[config.mk]
export PLATFORM = sky130hd
export DESIGN_NAME = noise_dither_mixer
export DESIGN_NICKNAME = d
export VERILOG_FILES = /design/src/rtl/noise_dither_mixer_pkg.sv /design/src/rtl/noise_dither_mixer_sat_clamp.sv /design/src/rtl/noise_dither_mixer.sv
export SDC_FILE = /design/constraint.sdc
export NUM_CORES = 1
export LEC_CHECK = 0
export ABC_CLOCK_PERIOD_IN_PS = 4150
export BUFFER_PORTS_ARGS = -buffer_cell sky130_fd_sc_hd__buf_4
export CELL_PAD_IN_SITES_DETAIL_PLACEMENT = 1
export CELL_PAD_IN_SITES_GLOBAL_PLACEMENT = 1
export CORE_MARGIN = 4
export CORE_UTILIZATION = 37
export DETAILED_ROUTE_END_ITERATION = 10
export GPL_ROUTABILITY_DRIVEN = 0
export PLACE_DENSITY_LB_ADDON = 0.1
export SLEW_MARGIN = 10
export SYNTH_ARGS = -nofsm -noshare
export SYNTH_HDL_FRONTEND = slang
export SYNTH_HIERARCHICAL = 1
export SYNTH_SLANG_ARGS = --single-unit
export TNS_END_PERCENT = 30
[constraint.sdc]
create_clock -name clk -period 4.15 [get_ports clk]
set_input_delay 0 -clock clk [delete_from_list [all_inputs] [get_ports clk]]
set_output_delay 0 -clock clk [all_outputs]
set_load 0.005 [all_outputs]
[src/rtl/noise_dither_mixer_pkg.sv]
`default_nettype none
// ============================================================================
// Module   : noise_dither_mixer_pkg
// Purpose  : Shared definitions for the noise/dither mixer and the saturating
//            clamp that later gain stages also reuse.
//            - mode_e      : per-sample processing mode carried down the pipe
//            - SAT_CNT_W   : width of the saturation event counter
//            - clamp_max / clamp_min : signed range limits of a W-bit word
// Revision : 1.0 - initial release
// ============================================================================
package noise_dither_mixer_pkg;

    // Processing mode, captured with each sample on accept.
    typedef enum logic [1:0] {
        MODE_BYPASS = 2'b00,    // output = sample
        MODE_DITHER = 2'b01,    // output = sample + scaled noise
        MODE_NOISE  = 2'b10,    // output = scaled noise
        MODE_MUTE   = 2'b11     // output = 0
    } mode_e;

    // Saturation event counter width.
    localparam int SAT_CNT_W = 16;

    // Largest value representable in a signed w-bit word (w <= 31).
    function automatic int clamp_max(input int w);
        return (1 << (w - 1)) - 1;
    endfunction

    // Smallest value representable in a signed w-bit word (w <= 31).
    function automatic int clamp_min(input int w);
        return -(1 << (w - 1));
    endfunction

endpackage : noise_dither_mixer_pkg
`default_nettype wire

[src/rtl/noise_dither_mixer_sat_clamp.sv]
`default_nettype none
// ============================================================================
// Module   : sat_clamp
// Purpose  : Purely combinational signed saturation from W+1 bits down to W
//            bits. Values outside [-2^(W-1), 2^(W-1)-1] are pinned to the
//            nearest limit and flagged.
// Ports    : din_i  in  W+1  signed value to be narrowed
//            dout_o out  W    clamped signed value
//            ovf_o  out  1    high when clamping altered the value
// Revision : 1.0 - initial release
// ============================================================================
module sat_clamp
    import noise_dither_mixer_pkg::*;
#(
    parameter int W = 12
) (
    input  logic signed [W:0]   din_i,
    output logic signed [W-1:0] dout_o,
    output logic                ovf_o
);

    localparam int LIM_MAX = clamp_max(W);
    localparam int LIM_MIN = clamp_min(W);

    always_comb begin
        // A W+1-bit value fits in W bits exactly when its top two bits agree;
        // the top bit then tells which rail was crossed.
        ovf_o  = din_i[W] ^ din_i[W-1];
        dout_o = din_i[W-1:0];
        if (ovf_o) begin
            if (din_i[W]) begin
                dout_o = LIM_MIN[W-1:0];
            end else begin
                dout_o = LIM_MAX[W-1:0];
            end
        end
    end

endmodule : sat_clamp
`default_nettype wire

[src/rtl/noise_dither_mixer.sv]
`default_nettype none
// ============================================================================
// Module   : noise_dither_mixer
// Purpose  : Adds scaled, centred LFSR noise to signed PCM samples, with
//            bypass / noise-only / mute modes. Two-stage valid/ready pipeline,
//            saturating output and a saturating clamp-event counter.
// Ports    : clk          in   1        system clock
//            reset        in   1        synchronous active-high reset
//            noise_in     in   NOISE_W  LFSR word, offset binary
//            mode         in   2        00 bypass 01 dither 10 noise 11 mute
//            noise_shift  in   3        arithmetic right shift of the noise
//            s_valid      in   1        input sample valid
//            s_ready      out  1        input sample can be accepted
//            s_data       in   DATA_W   signed input sample
//            m_valid      out  1        output sample valid
//            m_ready      in   1        downstream accepts output
//            m_data       out  DATA_W   signed output sample
//            m_sat        out  1        m_data was clamped
//            sat_clr      in   1        clear the clamp counter
//            sat_count    out  16       clamped samples seen, sticks at max
// Notes    : NOISE_W must lie in 4..DATA_W so the centred noise always fits
//            the DATA_W+1-bit working width without overflow.
// Revision : 1.0 - initial release
// ============================================================================
module noise_dither_mixer
    import noise_dither_mixer_pkg::*;
#(
    parameter int DATA_W  = 12,
    parameter int NOISE_W = 8
) (
    input  logic                 clk,
    input  logic                 reset,
    input  logic [NOISE_W-1:0]   noise_in,
    input  logic [1:0]           mode,
    input  logic [2:0]           noise_shift,
    input  logic                 s_valid,
    output logic                 s_ready,
    input  logic [DATA_W-1:0]    s_data,
    output logic                 m_valid,
    input  logic                 m_ready,
    output logic [DATA_W-1:0]    m_data,
    output logic                 m_sat,
    input  logic                 sat_clr,
    output logic [SAT_CNT_W-1:0] sat_count
);

    // ------------------------------------------------------------------
    // Stage 1: captured sample plus the controls that travel with it
    // ------------------------------------------------------------------
    logic                      s1_valid_q, s1_valid_d;
    logic signed [DATA_W-1:0]  s1_data_q,  s1_data_d;
    mode_e                     s1_mode_q,  s1_mode_d;
    logic [2:0]                s1_shift_q, s1_shift_d;
    logic signed [NOISE_W-1:0] s1_noise_q, s1_noise_d;

    // ------------------------------------------------------------------
    // Stage 2: output register and clamp counter
    // ------------------------------------------------------------------
    logic                      m_valid_q, m_valid_d;
    logic [DATA_W-1:0]         m_data_q,  m_data_d;
    logic                      m_sat_q,   m_sat_d;
    logic [SAT_CNT_W-1:0]      sat_cnt_q, sat_cnt_d;

    // Handshake
    logic s2_free;      // stage 2 empty or being drained this cycle
    logic s1_adv;       // stage 1 moves into stage 2 this cycle
    logic accept;       // new sample captured into stage 1
    logic sat_load;     // a clamped sample lands in stage 2 this cycle

    // Datapath, all at DATA_W+1 bits so the dither sum cannot wrap
    logic signed [DATA_W:0]    sample_ext;
    logic signed [DATA_W:0]    noise_ext;
    logic signed [DATA_W:0]    noise_scaled;
    logic signed [DATA_W:0]    mix_val;
    logic signed [DATA_W-1:0]  clamp_val;
    logic                      clamp_ovf;

    assign s2_free  = !m_valid_q || m_ready;
    assign s1_adv   = s1_valid_q && s2_free;
    // Independent of s_valid; may follow m_ready through s2_free.
    assign s_ready  = !s1_valid_q || s2_free;
    assign accept   = s_valid && s_ready;
    assign sat_load = s1_adv && clamp_ovf;

    // Sign-extend both operands; the shift is applied after extension so the
    // arithmetic shift keeps the noise sign for every shift amount.
    assign sample_ext   = {s1_data_q[DATA_W-1], s1_data_q};
    assign noise_ext    = {{(DATA_W+1-NOISE_W){s1_noise_q[NOISE_W-1]}}, s1_noise_q};
    assign noise_scaled = noise_ext >>> s1_shift_q;

    always_comb begin
        mix_val = '0;
        unique case (s1_mode_q)
            MODE_BYPASS: mix_val = sample_ext;
            MODE_DITHER: mix_val = sample_ext + noise_scaled;
            MODE_NOISE:  mix_val = noise_scaled;
            MODE_MUTE:   mix_val = '0;
            default:     mix_val = '0;
        endcase
    end

    sat_clamp #(
        .W      (DATA_W)
    ) u_sat_clamp (
        .din_i  (mix_val),
        .dout_o (clamp_val),
        .ovf_o  (clamp_ovf)
    );

    // ------------------------------------------------------------------
    // Next-state logic
    // ------------------------------------------------------------------
    always_comb begin
        s1_valid_d = s1_valid_q;
        s1_data_d  = s1_data_q;
        s1_mode_d  = s1_mode_q;
        s1_shift_d = s1_shift_q;
        s1_noise_d = s1_noise_q;
        m_valid_d  = m_valid_q;
        m_data_d   = m_data_q;
        m_sat_d    = m_sat_q;
        sat_cnt_d  = sat_cnt_q;

        if (s1_adv) begin
            s1_valid_d = 1'b0;
        end
        if (accept) begin
            s1_valid_d = 1'b1;
            s1_data_d  = s_data;
            s1_mode_d  = mode_e'(mode);
            s1_shift_d = noise_shift;
            // Inverting the MSB turns offset binary into two's complement,
            // centring the free-running LFSR word around zero.
            s1_noise_d = {~noise_in[NOISE_W-1], noise_in[NOISE_W-2:0]};
        end

        if (s1_adv) begin
            m_valid_d = 1'b1;
            m_data_d  = clamp_val;
            m_sat_d   = clamp_ovf;
        end else if (m_ready) begin
            m_valid_d = 1'b0;
        end

        // A clear coinciding with a clamp leaves that clamp counted.
        if (sat_clr) begin
            sat_cnt_d = sat_load ? SAT_CNT_W'(1) : '0;
        end else if (sat_load && (sat_cnt_q != '1)) begin
            sat_cnt_d = sat_cnt_q + SAT_CNT_W'(1);
        end
    end

    // ------------------------------------------------------------------
    // State registers
    // ------------------------------------------------------------------
    always_ff @(posedge clk) begin
        if (reset) begin
            s1_valid_q <= 1'b0;
            s1_data_q  <= '0;
            s1_mode_q  <= MODE_BYPASS;
            s1_shift_q <= '0;
            s1_noise_q <= '0;
            m_valid_q  <= 1'b0;
            m_data_q   <= '0;
            m_sat_q    <= 1'b0;
            sat_cnt_q  <= '0;
        end else begin
            s1_valid_q <= s1_valid_d;
            s1_data_q  <= s1_data_d;
            s1_mode_q  <= s1_mode_d;
            s1_shift_q <= s1_shift_d;
            s1_noise_q <= s1_noise_d;
            m_valid_q  <= m_valid_d;
            m_data_q   <= m_data_d;
            m_sat_q    <= m_sat_d;
            sat_cnt_q  <= sat_cnt_d;
        end
    end

    assign m_valid   = m_valid_q;
    assign m_data    = m_data_q;
    assign m_sat     = m_sat_q;
    assign sat_count = sat_cnt_q;

endmodule : noise_dither_mixer
`default_nettype wire
==> flow_summary.toml, run 1 <==
[clock_tree]
clkTransAtPathRegs_ps = 110
clk-insertion-delay-late_ps = 310
htreeDepth = 2
cts_root_buf = "clkbuf_8"
cts_tree = "yes"
cts_buffers = 5
clkSinkCount = 56
clockBufferDepth = 2

[worst_setup_path]
critical_path.max_fanout = 6
critPathLaunchType = "register"
cp_slowest_cell = "mux4_2"
cp_top_family = "compound AO/OA/AOI/OAI gates"
critical_path.cell_chain = "mux4_2, mux2_2, ha_2, inv_1, fa_2, nor2b_1, o31a_1, o21ai_2, o21ai_1, nand2_1, a31o_2, ha_4, inv_2, nand3_4, nor2_2, nand2_4, or3_1, a21oi_1"
critPathKind = "reg -> reg"
critPathRequiredTime_ps = 4400
rrSetupSlack_ps = 250
max_stage_delay_ps = 520
endpoint_kind = "register"
crit_arrival_ps = 4150
worst-path-buf-inv = 2

[detailed_routing]
dr.pass1.iters = 4
top_layer_used = "met4"
met1_length_um = 4400
drc = 0
wl_per_cell_um = 15.7
ant_nets = 0
vias = 3304
drt_iter0_markers = 93
wl_um = 9860
via_per_inst = 5.27
met2_length_um = 5090
route.met3.wl_um = 274

[final_layout]
fill_cells = 1060
final_util_pct = 51.0
multi_input_area_um2 = 2090
instances_no_fill = 627
final_nets = 564
syn_to_final_growth_pct = 34.3
drive_above_1_share_pct = 24.3
antennaDiodeCount = 0
ff_latch_area_um2 = 1130

[power]
peakVddDrop_uv = 126
p_per_area_nw_per_um2 = 277
finalPower_mw = 1.23
leakage_nw = 1.83

[place]
dp_cells = 585
dp_hpwl_um = 6910
portBuffers = 60

[global_route]
grt_pass1_wl_um = 15800
grt-ovfl-total = 0
grt_pass1_vias = 3396
antenna_found_initial = 0
grt_usage_pct = 18.8
grt_max_degree = 43

[floorplan]
fp.dieW_um = 102
fp-row-count = 34
start_util_pct = 38.0
die_h_um = 102
die_area_um2 = 10500
ioPinCount = 61
core_area_um2 = 8680

[logic_synthesis]
syn_nets = 471
synthCells = 425
synth.avg_cell_area_um2 = 7.75
yosysUniqueCellTypes = 51
ys_ff_latch = 56
synth-edff-count = 0
async_reset_ff_share_pct = 0
yosysWarnings = 6
synth_area_leaders = "dfxtp_1, nand2_1, a21oi_1, ha_1, mux2i_1"
netlist_area_um2 = 3300
synth_ff_type = "dfxtp_1"
yosysTopAreaCellShare_pct = 34.0
synth_top_area_cell = "dfxtp_1"
ys_seq_area_share_pct = 34.0

[timing]
relSlewSlack_pct = 37.9
timing.fmax_ghz = 0.257
finalCritPeriodShare_pct = 93.9
setup_viol = 0
drv_slew = 0
tightest_slew_ps = 931
hold_violations = 0
min_period_ps = 3900
worst_clock_skew_ps = 12.8

[hold_path]
min_path_type = "in -> reg"

[status]
status = "completed"

[run]
cap_violations = 0
-- per-layer routing --
metal	GRT usage, %	vias up
li1	-	1647
met1	23.3	1600
met2	34.2	49
met3	2.66	8
met4	4.44	0
met5	0	-
-- worst min-delay path, stage by stage --
cell     delay, ps
buf_4           90
nor2b_1         60
a21oi_1        150
nor2_1          50
-- placed cells by master (no fill, tap or decap), types with 3 or more instances in the layout --
master | synthesis | routed
nor2b_1 | 3 | 3
inv_1 | 20 | 19
ha_4 | 0 | 3
o21ai_0 | 14 | 11
nor2_1 | 30 | 29
buf_4 | 1 | 82
xnor2_1 | 5 | 5
dfxtp_1 | 56 | 52
nand3_1 | 8 | 7
o22ai_1 | 5 | 5
nor3_1 | 3 | 3
mux2i_1 | 14 | 13
mux4_2 | 4 | 4
clkbuf_8 | 0 | 6
a21oi_1 | 64 | 63
a31o_2 | 5 | 5
ha_1 | 15 | 11
nand2_1 | 93 | 93
dfxtp_2 | 0 | 3
xor2_1 | 15 | 15
and3_1 | 3 | 3
nand2b_1 | 3 | 3
nand4_1 | 3 | 3
dlygate4sd3_1 | 0 | 27
o21a_1 | 3 | 3
-- power breakdown --
part	switching [mW]	total (mW)	internal [mW]
combinational	0.159	0.316	0.157
clock	0.187	0.324	0.136
sequential	0.0255	0.588	0.562
total	0.372	1.23	0.856
-- synthesized netlist by cell type, types with 3 or more instances --
library cell,instances
nand2_1,93
a21oi_1,64
dfxtp_1,56
nor2_1,30
clkbuf_1,20
inv_1,20
ha_1,15
xor2_1,15
mux2i_1,14
o21ai_0,14
nand3_1,8
a31o_2,5
o22ai_1,5
xnor2_1,5
mux4_2,4
a211oi_1,3
and3_1,3
nand2b_1,3
nand4_1,3
nor2b_1,3
nor3_1,3
o21a_1,3
-- kinds of logic (layout without fill, tap and decap cells) --
| family | count (synthesis) | in the layout | share of synthesized area [%] |
|---|---|---|---|
| adder cells (fa/ha/maj) | 16 | 16 | 6.30 |
| AO/OA/AOI/OAI | 113 | 113 | 20.8 |
| AND/OR/NAND/NOR | 155 | 155 | 20.3 |
| multiplexers | 20 | 20 | 7.67 |
| buffers and inverters | 45 | 139 | 5.54 |
| flip-flops | 56 | 56 | 34.0 |
| XOR/XNOR | 20 | 20 | 5.32 |
-- cell type report --
type,count,share of cell area [%]
Multi-Input combinational cell,324,47.3
Sequential cell,56,25.5
Timing Repair Buffer,110,20.3
Tap cell,108,3.05
Clock buffer,7,1.95
Inverter,21,1.78
Clock inverter,1,0.170
-- stage by stage --
| stage | instance area [um2] | setup TNS (ps) | hold WS [ps] | setup WS [ps] |
|---|---|---|---|---|
| 2_1_floorplan | 3300 | 0 | 95.6 | 46.4 |
| 3_3_place_gp | 3910 | 0 | 189 | 13.1 |
| 3_5_place_dp | 3910 | -682 | 189 | -96.8 |
| 4_1_cts | 4300 | 0 | 63.6 | 4.54 |
| 5_1_grt | 4430 | -103 | 103 | -45.1 |
| 6_report | 4430 | 0 | 69.4 | 254 |
-- registers in the layout, indices dropped and copies added, names as in the netlist --
signal,flops
s1_valid_q,1
m_valid,1
m_sat,1
s1_noise_q,8
s1_data_q,12
s1_mode_q,2
s1_shift_q,3
m_data,12
sat_count,16
-- final timing paths --
check	from	endpoint	cells past startpoint
max	s1_shift_q[0]$_SDFFE_PP0P_	sat_count[14]$_SDFFE_PP0P_	18
min	m_ready	s1_valid_q$_SDFFE_PP0P_	4
max reg2reg	s1_shift_q[0]$_SDFFE_PP0P_	sat_count[14]$_SDFFE_PP0P_	18
min reg2reg	m_data[7]$_SDFFE_PP0P_	m_data[7]$_SDFFE_PP0P_	2
-- what timing repair did --
| item | 4_1_cts | 5_1_grt |
|---|---|---|
| endpoints found under the setup margin | 12 | 20 |
| setup buffers | 1 | 6 |
| gates resized for setup | 5 | 19 |
| pin swaps | 1 | 13 |
| endpoints found under the hold margin | 27 | 0 |
| gates cloned | 0 | 0 |
| hold buffers | 27 | 0 |
Note: power is estimated with default switching activity, not from simulation.
==> run 2: changes to the inputs <==
--- a/config.mk
+++ b/config.mk
@@ -5,12 +5,12 @@
 export SDC_FILE = /design/constraint.sdc
 export NUM_CORES = 1
 export LEC_CHECK = 0
-export ABC_CLOCK_PERIOD_IN_PS = 4150
+export ABC_CLOCK_PERIOD_IN_PS = 5000
 export BUFFER_PORTS_ARGS = -buffer_cell sky130_fd_sc_hd__buf_4
 export CELL_PAD_IN_SITES_DETAIL_PLACEMENT = 1
 export CELL_PAD_IN_SITES_GLOBAL_PLACEMENT = 1
 export CORE_MARGIN = 4
-export CORE_UTILIZATION = 37
+export CORE_UTILIZATION = 44
 export DETAILED_ROUTE_END_ITERATION = 10
 export GPL_ROUTABILITY_DRIVEN = 0
 export PLACE_DENSITY_LB_ADDON = 0.1
==> constraint.sdc (replaced) <==
create_clock -name clk -period 5 [get_ports clk]
set_input_delay 0 -clock clk [delete_from_list [all_inputs] [get_ports clk]]
set_output_delay 0 -clock clk [all_outputs]
set_load 0.005 [all_outputs]
==> flow_summary.toml, run 2 (synthesized netlist as in run 1, its figures left out) <==
[status]
status = "completed"

[global_route]
grt_busiest_layer = "met2"
grt_max_degree = 43
grt-ovfl-total = 0
grt_util_met1_pct = 26.6
antenna_found_initial = 0
grt_usage_pct = 22.1
grt_pass1_wl_um = 15800
use_met3_pct = 3.51
met2_usage_pct = 40.6
grt_pass1_vias = 3352

[final_layout]
antennaDiodeCount = 0
layout_common_cells = "nand2_1, a21oi_1, buf_4"
final_common_cell = "nand2_1"
fill_cells = 925
final_nets = 543
syn_to_final_growth_pct = 25.7
largest_reg_flops = 16
final_area_um2 = 4140
drive_above_1_share_pct = 17.9

[timing]
finalCritPeriodShare_pct = 91.6
min_period_ps = 4580
finalSetupTns_ps = 0
tightest_slew_ps = 914
relSlewSlack_pct = 39.1
drv_slew = 0
timing.fmax_ghz = 0.218
whs_ps = 51.1
hold_violations = 0
rsz0062_at_grt = "false"
worst_clock_skew_ps = 11.8
setup_viol = 0

[power]
p_per_area_nw_per_um2 = 237
leakage_nw = 1.73
peakVddDrop_uv = 122

[clock_tree]
htreeDepth = 2
clkTransAtPathRegs_ps = 110
clk-insertion-delay-late_ps = 320
cts_setup_buffers = 0
cts_buffers = 5
clockBufferDepth = 2
cts_tree = "yes"
clkSinkCount = 56
cts_root_buf = "clkbuf_8"

[place]
post_dp_cell_area_um2 = 3780
dp_hpwl_um = 6520
portBuffers = 60

[worst_setup_path]
critPathRequiredTime_ps = 5210
critPathLaunchType = "register"
worst-path-buf-inv = 3
endpoint_kind = "register"
max_stage_delay_ps = 530
crit_arrival_ps = 4790
cp_top_family = "compound AO/OA/AOI/OAI gates"
critical_path.max_fanout = 9
critPathKind = "reg -> reg"
critical_path.cell_chain = "mux4_2, o21ai_1, inv_1, ha_1, a211oi_1, o21bai_1, o22a_1, a41oi_1, xor2_1, o22ai_1, inv_1, ha_1, inv_1, nand3_1, a2111oi_4, nand3_1, xor2_1, nor2_1"
critPathMostFrequentCell = "inv_1"
cp_slowest_cell = "mux4_2"
cp.depth = 18
ff2ff_path_depth = 18

[floorplan]
die_area_um2 = 8940
start_util_pct = 45.4
core_area_um2 = 7250
ioPinCount = 61
fp-row-count = 31
die_h_um = 94.5
fp.dieW_um = 94.5

[detailed_routing]
vias = 3189
wl_per_cell_um = 15.6
wl_um = 9290
drt_iter0_markers = 87
ant_nets = 0
drc = 0
dr.pass1.iters = 4
via_per_inst = 5.34

[hold_path]
min_path_type = "in -> reg"
worstHoldPathCells = 3

[run]
cap_violations = 0
## run 2: path summary, 6_finish.rpt
path | to | slack [ps] | from
worst max register to register | sat_count[11]$_SDFFE_PP0P_ | 420 | s1_shift_q[0]$_SDFFE_PP0P_
worst min register to register | m_data[2]$_SDFFE_PP0P_ | 460 | m_data[2]$_SDFFE_PP0P_
worst max-delay path | sat_count[11]$_SDFFE_PP0P_ | 420 | s1_shift_q[0]$_SDFFE_PP0P_
worst min-delay path | m_valid$_SDFFE_PP0P_ | 50 | m_ready
## run 2: area by class of cell
class | count | area [um2] | share of cell area, %
sequential | 56 | 1120 | 27.1
clock inverter | 3 | 21.3 | 0.513
inverter | 21 | 78.8 | 1.90
tap | 99 | 124 | 2.99
clock buffer | 5 | 68.8 | 1.66
timing repair buffer | 89 | 736 | 17.8
multi-input combinational | 324 | 1990 | 48.1
## run 2: stage by stage
step / instances / total power, mW / utilization [%] / setup slack, ps
finish: 597 / 0.980 / 57.1 / 419
global route: 597 / 1.04 / 57.1 / 75.7
CTS: 597 / 0.988 / 57.1 / 157
detailed placement: 562 / 0.711 / 52.1 / 234
global placement: 562 / 0.703 / 52.1 / 406
floorplan: 425 / 0.642 / - / 668
## run 2: power breakdown
part / switching (mW) / internal (mW)
Clock: 0.160 / 0.100
Sequential: 0.0247 / 0.467
Combinational: 0.117 / 0.112
## run 2: timing repair
item,in CTS,in global routing
setup endpoints to repair,0,22
hold buffers,27,0
endpoints found under the hold margin,27,0
resized for setup,0,2
## run 2: worst register-to-register path, stage by stage (launching register included)
cell and delay, ps:
dfxtp_2 480, mux4_2 530, o21ai_1 270, inv_1 80, ha_1 300, a211oi_1 290
o21bai_1 150, o22a_1 260, a41oi_1 280, xor2_1 100, o22ai_1 200, inv_1 70
ha_1 310, inv_1 80, nand3_1 240, a2111oi_4 470, nand3_1 150, xor2_1 150
nor2_1 50
## run 2: layer usage
layer	share of wire [%]	routed length, um	vias to the layer above
li1	-	-	1599
met1	45	4150	1535
met2	51	4750	43
met3	2.4	221	12
met4	1.9	174	0
met5	0	0	-
==> run 3: changes to the inputs <==
--- a/config.mk
+++ b/config.mk
@@ -13,6 +13,7 @@
 export CORE_UTILIZATION = 44
 export DETAILED_ROUTE_END_ITERATION = 10
 export GPL_ROUTABILITY_DRIVEN = 0
+export GPL_TIMING_DRIVEN = 0
 export PLACE_DENSITY_LB_ADDON = 0.1
 export SLEW_MARGIN = 10
 export SYNTH_ARGS = -nofsm -noshare
==> flow_summary.toml, run 3 (synthesized netlist as in run 1, its figures left out) <==
[timing]
worst_clock_skew_ps = 8.10
relSlewSlack_pct = 60.7
min_period_ps = 4670
hold_violations = 0
tightest_slew_ps = 589
rsz0062_at_grt = "false"
finalSetupTns_ps = 0
finalCritPeriodShare_pct = 93.4
setup_viol = 0
timing.fmax_ghz = 0.214
drv_slew = 0

[clock_tree]
clkSinkCount = 56
cts_root_buf = "clkbuf_8"
cts_buffers = 5
htreeDepth = 2
clk-insertion-delay-late_ps = 320
clockBufferDepth = 2
cts_tree = "yes"
clkTransAtPathRegs_ps = 110

[worst_setup_path]
cp_slowest_cell = "dfxtp_2"
critical_path.cell_chain = "clkbuf_4, mux4_2, mux2_2, ha_1, inv_1, fa_1, nor2b_1, o31a_1, o21ai_1, o21ai_1, nand2_1, a31o_2, ha_1, buf_2, inv_1, nand3_2, a2111oi_4, nand3_1, xor2_1, nor2_1"
critPathRequiredTime_ps = 5200
cp_top_family = "compound AO/OA/AOI/OAI gates"
critPathLaunchType = "register"
endpoint_kind = "register"
critical_path.max_fanout = 10
critPathKind = "reg -> reg"
crit_arrival_ps = 4870
worst-path-buf-inv = 4
max_stage_delay_ps = 430

[final_layout]
syn_to_final_growth_pct = 29.5
final_common_cell = "nand2_1"
layout_common_cells = "nand2_1, a21oi_1, buf_4"
final_nets = 566
antennaDiodeCount = 0
instances_no_fill = 620
largest_reg_flops = 16
drive_above_1_share_pct = 18.6

[power]
peakVddDrop_uv = 112
switching_share_pct = 31.5
p_per_area_nw_per_um2 = 234
pwr-share-clk_pct = 26.6
intPower_uw = 684
p_seq_share_pct = 48.4
pwr-share-comb_pct = 25.1
p_sw_uw = 315
leakage_nw = 1.78

[detailed_routing]
wl_um = 10000
vias = 3317
wl_per_cell_um = 16.2
drt_iter0_markers = 78
drc = 0
ant_nets = 0
via_per_inst = 5.35
dr.pass1.iters = 4

[global_route]
grt_pass1_vias = 3554
grt-ovfl-total = 0
antenna_found_initial = 0
grt_pass1_wl_um = 16600
grt_usage_pct = 23.3
grt_max_degree = 19

[hold_path]
min_path_type = "in -> reg"

[floorplan]
ioPinCount = 61
start_util_pct = 45.4
die_h_um = 94.5
fp-row-count = 31
core_area_um2 = 7250
die_area_um2 = 8940
fp.dieW_um = 94.5

[place]
dp_hpwl_um = 7230
dp_cells = 583
portBuffers = 59

[run]
cap_violations = 0

[status]
status = "completed"
## run 3: cell count changes in the layout (fill, tap and decap cells not counted), sizes merged
cell,change
clkbuf,+20
buf,+2
dlygate4sd3,+1
## run 3: repair_timing
action                                 in CTS  in global routing
pin swaps                                   0                  1
endpoints found under the hold margin      27                  0
hold buffers                               28                  0
setup endpoints to repair                  10                 16
gates resized for setup                     3                  8
setup buffers                               0                  1
## run 3: worst min-delay path, delay by kind of cell
kind	cells	cell delay, ps
AOI/OAI and AO/OA	1	140
buffers and inverters	1	90
and+or+nand+nor	2	100
## run 3: stage by stage
step           util [%]  cell area [um2]  total power [mW]  hold slack, ps  setup slack [ps]
4_1_cts            58.4             4240              1.00            18.7              6.44
3_5_place_dp       53.3             3860             0.719             198              -178
5_1_grt            58.8             4270              1.05            74.3              13.8
6_report           58.8             4270              1.00            38.4               332
3_3_place_gp       53.3             3860             0.710             196             -34.5
2_1_floorplan         -             3300             0.642            95.6               668
## run 3: path summary, 6_finish.rpt
kind | start | end | slack, ps | depth (start not counted)
setup / recovery | s1_noise_q[7]$_SDFFE_PP0P_ | sat_count[7]$_SDFFE_PP0P_ | 330 | 20
hold reg to reg | m_data[1]$_SDFFE_PP0P_ | m_data[1]$_SDFFE_PP0P_ | 460 | 2
setup reg to reg | s1_noise_q[7]$_SDFFE_PP0P_ | sat_count[7]$_SDFFE_PP0P_ | 330 | 20
hold / removal | m_ready | s1_valid_q$_SDFFE_PP0P_ | 40 | 4
## run 3: area by class of cell
type / count / area (um2)
fill: 915 / 2990
multi-input combinational: 324 / 2010
sequential: 56 / 1120
timing repair buffer: 88 / 731
tap: 99 / 124
buffer: 24 / 109
inverter: 21 / 78.8
clock buffer: 5 / 68.8
clock inverter: 3 / 21.3
## run 3: power groups by stage
stage	registers, mW	clock network [mW]	logic (mW)
6_report	0.483	0.266	0.251
5_1_grt	0.487	0.287	0.280
4_1_cts	0.483	0.275	0.245
3_5_place_dp	0.493	0	0.226
3_3_place_gp	0.492	0	0.218
2_1_floorplan	0.489	0	0.153
## run 3: metal layers
metal	up-vias	part of all wire, %	track usage (%)
met5	-	0	0
met4	0	1.9	7.21
met3	20	4.4	4.14
met2	71	51	42.4
met1	1584	43	27.7
li1	1642	-	-
